## config.mk

```make
export PLATFORM = sky130hd
export DESIGN_NAME = piso_shift_tx_flat
export DESIGN_NICKNAME = d
export VERILOG_FILES = /design/src/rtl/piso_shift_tx_if.sv /design/src/rtl/piso_shift_tx.sv /design/src/flat_wrapper.sv
export SDC_FILE = /design/constraint.sdc
export NUM_CORES = 1
export LEC_CHECK = 0
export CAP_MARGIN = 20
export CORE_MARGIN = 2
export CORE_UTILIZATION = 37
export DETAILED_ROUTE_END_ITERATION = 16
export PLACE_DENSITY = 0.61
export SYNTH_ARGS = -nofsm -noshare
export SYNTH_HDL_FRONTEND = slang
export SYNTH_SLANG_ARGS = --single-unit
```

## constraint.sdc

```tcl
create_clock -name clk_i -period 2.17 [get_ports clk_i]
set_input_delay 0.434 -clock clk_i [delete_from_list [all_inputs] [get_ports clk_i]]
set_output_delay 0.434 -clock clk_i [all_outputs]
set_load 0.02 [all_outputs]
```

## src/rtl/piso_shift_tx_if.sv

```systemverilog
// Load/serial bundle for piso_shift_tx.
//   din        parallel word to transmit
//   load_valid din is valid
//   load_ready transmitter can accept a word (idle)
//   tick       line consumes the current sout bit this cycle
//   sout       registered serial data
//   sout_valid sout holds an unconsumed bit
//   busy       frame in progress
//   done       one-cycle pulse after the last bit is consumed
// master: word/tick source. slave: the transmitter.
interface piso_shift_tx_if #(
    parameter int unsigned WIDTH = 8
) ();
    logic [WIDTH-1:0] din;
    logic             load_valid;
    logic             load_ready;
    logic             tick;
    logic             sout;
    logic             sout_valid;
    logic             busy;
    logic             done;

    modport master (
        output din, load_valid, tick,
        input  load_ready, sout, sout_valid, busy, done
    );

    modport slave (
        input  din, load_valid, tick,
        output load_ready, sout, sout_valid, busy, done
    );
endinterface

```

## src/rtl/piso_shift_tx.sv

```systemverilog
// Parallel-in/serial-out transmitter. A WIDTH-bit word is accepted through a
// valid/ready handshake while idle and sent one bit per tick on sout.
//   clk_i   system clock, rising edge
//   rst_ni  asynchronous active-low reset
//   tx_io   piso_shift_tx_if slave modport (din/load_valid/load_ready,
//           tick/sout/sout_valid, busy, done)
// Parameters:
//   WIDTH      word width (>= 2)
//   MSB_FIRST  1: din[WIDTH-1] sent first, 0: din[0] sent first
// Build option:
//   PIPO_TX_PARITY_EN  when defined, an even-parity bit (XOR of the captured
//                      word) follows the data bits; otherwise no parity logic.
module piso_shift_tx #(
    parameter int unsigned WIDTH     = 8,
    parameter bit          MSB_FIRST = 1'b1
) (
    input  logic             clk_i,
    input  logic             rst_ni,
    piso_shift_tx_if.slave   tx_io
);

    localparam int unsigned    CntW    = $clog2(WIDTH);
    localparam logic [CntW-1:0] LastIdx = CntW'(WIDTH - 1);

`ifdef PIPO_TX_PARITY_EN
    typedef enum logic [1:0] {StIdle, StShift, StParity} state_e;
`else
    typedef enum logic [0:0] {StIdle, StShift} state_e;
`endif

    state_e           state_q, state_d;
    logic [WIDTH-1:0] shreg_q, shreg_d;
    logic [CntW-1:0]  cnt_q, cnt_d;
    logic             sout_q, sout_d;
    logic             sout_valid_q, sout_valid_d;
    logic             done_q, done_d;
`ifdef PIPO_TX_PARITY_EN
    logic             parity_q, parity_d;
`endif

    // State register
    always_ff @(posedge clk_i or negedge rst_ni) begin
        if (!rst_ni) begin
            state_q <= StIdle;
        end else begin
            state_q <= state_d;
        end
    end

    // Next-state logic
    always_comb begin
        state_d = state_q;
        unique case (state_q)
            StIdle: begin
                if (tx_io.load_valid) state_d = StShift;
            end
            StShift: begin
                if (tx_io.tick && (cnt_q == LastIdx)) begin
`ifdef PIPO_TX_PARITY_EN
                    state_d = StParity;
`else
                    state_d = StIdle;
`endif
                end
            end
`ifdef PIPO_TX_PARITY_EN
            StParity: begin
                if (tx_io.tick) state_d = StIdle;
            end
`endif
            default: state_d = StIdle;
        endcase
    end

    // Datapath next-state. The shift register holds the bits still to be sent;
    // the bit on sout has already been removed from it.
    always_comb begin
        shreg_d      = shreg_q;
        cnt_d        = cnt_q;
        sout_d       = sout_q;
        sout_valid_d = sout_valid_q;
        done_d       = 1'b0;
`ifdef PIPO_TX_PARITY_EN
        parity_d     = parity_q;
`endif
        unique case (state_q)
            StIdle: begin
                // Load wins over tick; tick is ignored while idle.
                if (tx_io.load_valid) begin
                    cnt_d        = '0;
                    sout_valid_d = 1'b1;
                    if (MSB_FIRST) begin
                        sout_d  = tx_io.din[WIDTH-1];
                        shreg_d = tx_io.din << 1;
                    end else begin
                        sout_d  = tx_io.din[0];
                        shreg_d = tx_io.din >> 1;
                    end
`ifdef PIPO_TX_PARITY_EN
                    parity_d = ^tx_io.din;
`endif
                end
            end
            StShift: begin
                if (tx_io.tick) begin
                    if (cnt_q == LastIdx) begin
`ifdef PIPO_TX_PARITY_EN
                        sout_d       = parity_q;
`else
                        sout_d       = 1'b0;
                        sout_valid_d = 1'b0;
                        done_d       = 1'b1;
`endif
                    end else begin
                        cnt_d = cnt_q + CntW'(1);
                        if (MSB_FIRST) begin
                            sout_d  = shreg_q[WIDTH-1];
                            shreg_d = shreg_q << 1;
                        end else begin
                            sout_d  = shreg_q[0];
                            shreg_d = shreg_q >> 1;
                        end
                    end
                end
            end
`ifdef PIPO_TX_PARITY_EN
            StParity: begin
                if (tx_io.tick) begin
                    sout_d       = 1'b0;
                    sout_valid_d = 1'b0;
                    done_d       = 1'b1;
                end
            end
`endif
            default: ;
        endcase
    end

    always_ff @(posedge clk_i or negedge rst_ni) begin
        if (!rst_ni) begin
            shreg_q      <= '0;
            cnt_q        <= '0;
            sout_q       <= 1'b0;
            sout_valid_q <= 1'b0;
            done_q       <= 1'b0;
`ifdef PIPO_TX_PARITY_EN
            parity_q     <= 1'b0;
`endif
        end else begin
            shreg_q      <= shreg_d;
            cnt_q        <= cnt_d;
            sout_q       <= sout_d;
            sout_valid_q <= sout_valid_d;
            done_q       <= done_d;
`ifdef PIPO_TX_PARITY_EN
            parity_q     <= parity_d;
`endif
        end
    end

    // Outputs
    always_comb begin
        tx_io.busy       = (state_q != StIdle);
        tx_io.load_ready = (state_q == StIdle);
        tx_io.sout       = sout_q;
        tx_io.sout_valid = sout_valid_q;
        tx_io.done       = done_q;
    end

endmodule

```

## src/flat_wrapper.sv

```systemverilog
// flat-port wrapper written by rule: the top's interface ports become plain ports
module piso_shift_tx_flat 
#(
    parameter int unsigned WIDTH     = 8,
    parameter bit          MSB_FIRST = 1'b1
)
  (clk_i, rst_ni, tx_io_din, tx_io_load_valid, tx_io_tick, tx_io_load_ready, tx_io_sout, tx_io_sout_valid, tx_io_busy, tx_io_done);
  piso_shift_tx_if #(.WIDTH(WIDTH)) tx_io_i ();
  input  logic clk_i;
  input  logic rst_ni;
  input wire logic [$bits(tx_io_i.din)-1:0] tx_io_din;
  input wire logic [$bits(tx_io_i.load_valid)-1:0] tx_io_load_valid;
  input wire logic [$bits(tx_io_i.tick)-1:0] tx_io_tick;
  output wire logic [$bits(tx_io_i.load_ready)-1:0] tx_io_load_ready;
  output wire logic [$bits(tx_io_i.sout)-1:0] tx_io_sout;
  output wire logic [$bits(tx_io_i.sout_valid)-1:0] tx_io_sout_valid;
  output wire logic [$bits(tx_io_i.busy)-1:0] tx_io_busy;
  output wire logic [$bits(tx_io_i.done)-1:0] tx_io_done;
  assign tx_io_i.din = tx_io_din;
  assign tx_io_i.load_valid = tx_io_load_valid;
  assign tx_io_i.tick = tx_io_tick;
  assign tx_io_load_ready = tx_io_i.load_ready;
  assign tx_io_sout = tx_io_i.sout;
  assign tx_io_sout_valid = tx_io_i.sout_valid;
  assign tx_io_busy = tx_io_i.busy;
  assign tx_io_done = tx_io_i.done;
  piso_shift_tx #(.WIDTH(WIDTH), .MSB_FIRST(MSB_FIRST)) u_core (.clk_i(clk_i), .rst_ni(rst_ni), .tx_io(tx_io_i));
endmodule
```

==> results_dict.tcl <==
set metrics [dict create \
    status "completed" \
    leakage_nw 0.363 \
    required_ns 1.74 \
    io_buffer_count 16 \
    yosysTopAreaCell "dfrtp_1" \
    fin_crit_sh_pct 93.3 \
    antenna_found_initial 0 \
    cts-resized-gates 0 \
    clk_latency_ns 0.27 \
    criticalPathCategory "flip-flop to output port" \
    ctsRootBufferMaster "clkbuf_4" \
    post_cts_buffers 0 \
    setup_viol 0 \
    critPathMaxFanout 7 \
    ctsHoldBuffers 0 \
    drv_cap 0 \
    power_density_nw_per_um2 1150 \
    synth_area_leaders "dfrtp_1 53%, o221a_1 10%, nand2b_1 5.7%" \
    syn-cell-area_um2 663 \
    fin_tns_setup_ns 0 \
    grt_usage_pct 12.4 \
    clkTransAtPathRegs_ns 0.08 \
    cts_tree "yes" \
    wire_per_inst_um 11.1 \
    place_hpwl_um 842 \
    clock-sinks 14 \
    num_rows 15 \
    reg2reg_depth 5 \
    synth_top_area_share_pct 52.8 \
    r2r-start "u_core.cnt_q[0]" \
    synth-main-ff-cell "dfrtp_1" \
    crit_arrival_ns 1.59 \
    start_util_pct 38.8 \
    setup_ws_ns 0.145 \
    drv_slew 0 \
    pin_count 17 \
    routed-via-count 455 \
    tightestPinTransition_ns 0.613 \
    grt_pass1_wl_um 1770 \
    startpoint "u_core.tx_io.busy" \
    place_ws_ns 0.396 \
    synth_edf_count 0 \
    synthCells 55 \
    clock_path_buffers 2 \
    clock_skew_ns 0.00570 \
    hold_violations 0 \
    area_growth_pct 30.6 \
    globalplace.congestion 0.746 \
    syn_nets 69 \
    fin_crit_ns 2.02 \
    yosys-top-cells-count "14 x dfrtp_1, 6 x nand2b_1, 6 x o221a_1, 5 x nand2_1, 4 x inv_1" \
    grt_max_degree 15 \
    fmax_mhz 494 \
    crit_path_start_kind "flip-flop" \
    grt_setup_unrepaired "false" \
    drt_first_pass_iters 3 \
    hold_class "flip-flop to flip-flop" \
    drive_gt1_share_pct 8.22 \
    die_x_um 46.3 \
    synth.most_common_cell "dfrtp_1" \
    ant_nets 0 \
    drc_errors 0 \
    die_height_um 46.3 \
    cts_buffers 3 \
    async_reset_ff_share_pct 100 \
    ys_ff_latch 14 \
    layout.nets 89 \
    via_per_inst 4.64 \
    core_area_um2 1710 \
    min_from "u_core.cnt_q[1]" \
    wl_um 1080 \
    vdd_ir_drop_max_mv 0.395 \
    drt_iter0_drc 3 \
    htreeDepth 1 \
    yosys_warnings 0 \
    synth.distinct_cells 18 \
    maxSlewHeadroom_pct 59.0 \
    grt_pass1_vias 404 \
    synth-seq-area-share_pct 52.8 \
    die_area_um2 2150 \
    min_path_cells 2 \
    grt_overflow 0 \
    antenna_cells 0 \
    worst_setup_path_end_kind "output port" \
    syn_area_per_cell_um2 12.1 \
]
-- worst paths after layout --
check | slack [ns] | to
setup / recovery | 0.15 | tx_io_load_ready
hold / removal | 0.53 | u_core.cnt_q[1]
setup reg to reg | 0.53 | u_core.shreg_q[7]
hold reg to reg | 0.53 | u_core.cnt_q[1]
max in group asynchronous | 1.23 | u_core.tx_io.sout_valid
min in group asynchronous | 0.54 | u_core.cnt_q[0]
-- area by class of cell --
| class | instances | area, µm² |
|---|---|---|
| multi-input cells | 36 | 287 |
| flip-flops and latches | 14 | 350 |
| well taps | 25 | 31.3 |
| repair buffers | 16 | 160 |
| fillers | 150 | 842 |
| inverters | 4 | 15.0 |
| clock buffers | 3 | 22.5 |
-- per-layer routing --
layer,GRT usage [%],share of wire (%)
met1,15.9,50
met2,17.8,45
met3,3.53,3.8
met4,8.57,1.1
met5,0,0
-- sequential cells by signal (all words and copies together) (netlist names) --
signal and count:
u_core.shreg_q 7, u_core.tx_io.sout_valid 1, u_core.tx_io.done 1, u_core.cnt_q 3
u_core.tx_io.busy 1, u_core.tx_io.sout 1
-- power by group --
| group | internal, mW | total [mW] | switching, mW | leakage [nW] |
|---|---|---|---|---|
| clock network | 0.0641 | 0.139 | 0.0752 | 0.0138 |
| registers | 0.374 | 0.458 | 0.0835 | 0.162 |
| logic | 0.220 | 0.399 | 0.179 | 0.187 |
| total | 0.658 | 0.996 | 0.338 | 0.363 |
-- critical path, stage by stage (launching register included) --
cell,delay (ns)
dfrtp_1,0.47
inv_1,0.20
clkdlybuf4s50_1,0.64
-- cells in the final DEF (no fill, tap or decap) --
cell | Yosys | routed
mux2i_1 | 3 | 3
nand2b_1 | 6 | 6
and3_1 | 1 | 1
a221oi_1 | 1 | 1
inv_1 | 4 | 4
xnor2_1 | 1 | 1
o22ai_1 | 1 | 1
a21o_4 | 1 | 1
o21ai_0 | 3 | 3
clkdlybuf4s50_1 | 0 | 16
dfrtp_1 | 14 | 14
o221a_1 | 6 | 6
nand2_1 | 5 | 5
o21bai_1 | 1 | 1
ha_1 | 2 | 2
a21oi_1 | 1 | 1
clkbuf_4 | 0 | 3
nor2b_4 | 2 | 2
nor2_1 | 2 | 2
-- kinds of logic after synthesis --
logic type	Yosys count	share of synthesized area [%]
buffers and inverters	5	3.96
XOR/XNOR	1	1.32
AND/OR/NAND/NOR	16	14.7
adder cells (fa/ha/maj)	2	3.77
flip-flops	14	52.8
AO/OA/AOI/OAI	14	18.9
multiplexers	3	4.53
-- stage by stage --
| stage | hold WS (ns) | instance area [µm²] | util (%) | total power [mW] | instances |
|---|---|---|---|---|---|
| floorplan | 0.138 | 663 | - | 0.728 | 55 |
| global placement | 0.514 | 843 | 49.4 | 0.862 | 95 |
| detailed placement | 0.515 | 843 | 49.4 | 0.870 | 95 |
| CTS | 0.537 | 866 | 50.7 | 1.01 | 98 |
| global route | 0.556 | 866 | 50.7 | 1.07 | 98 |
| finish | 0.529 | 866 | 50.7 | 0.996 | 98 |
Note: power is estimated with default switching activity, not from simulation.
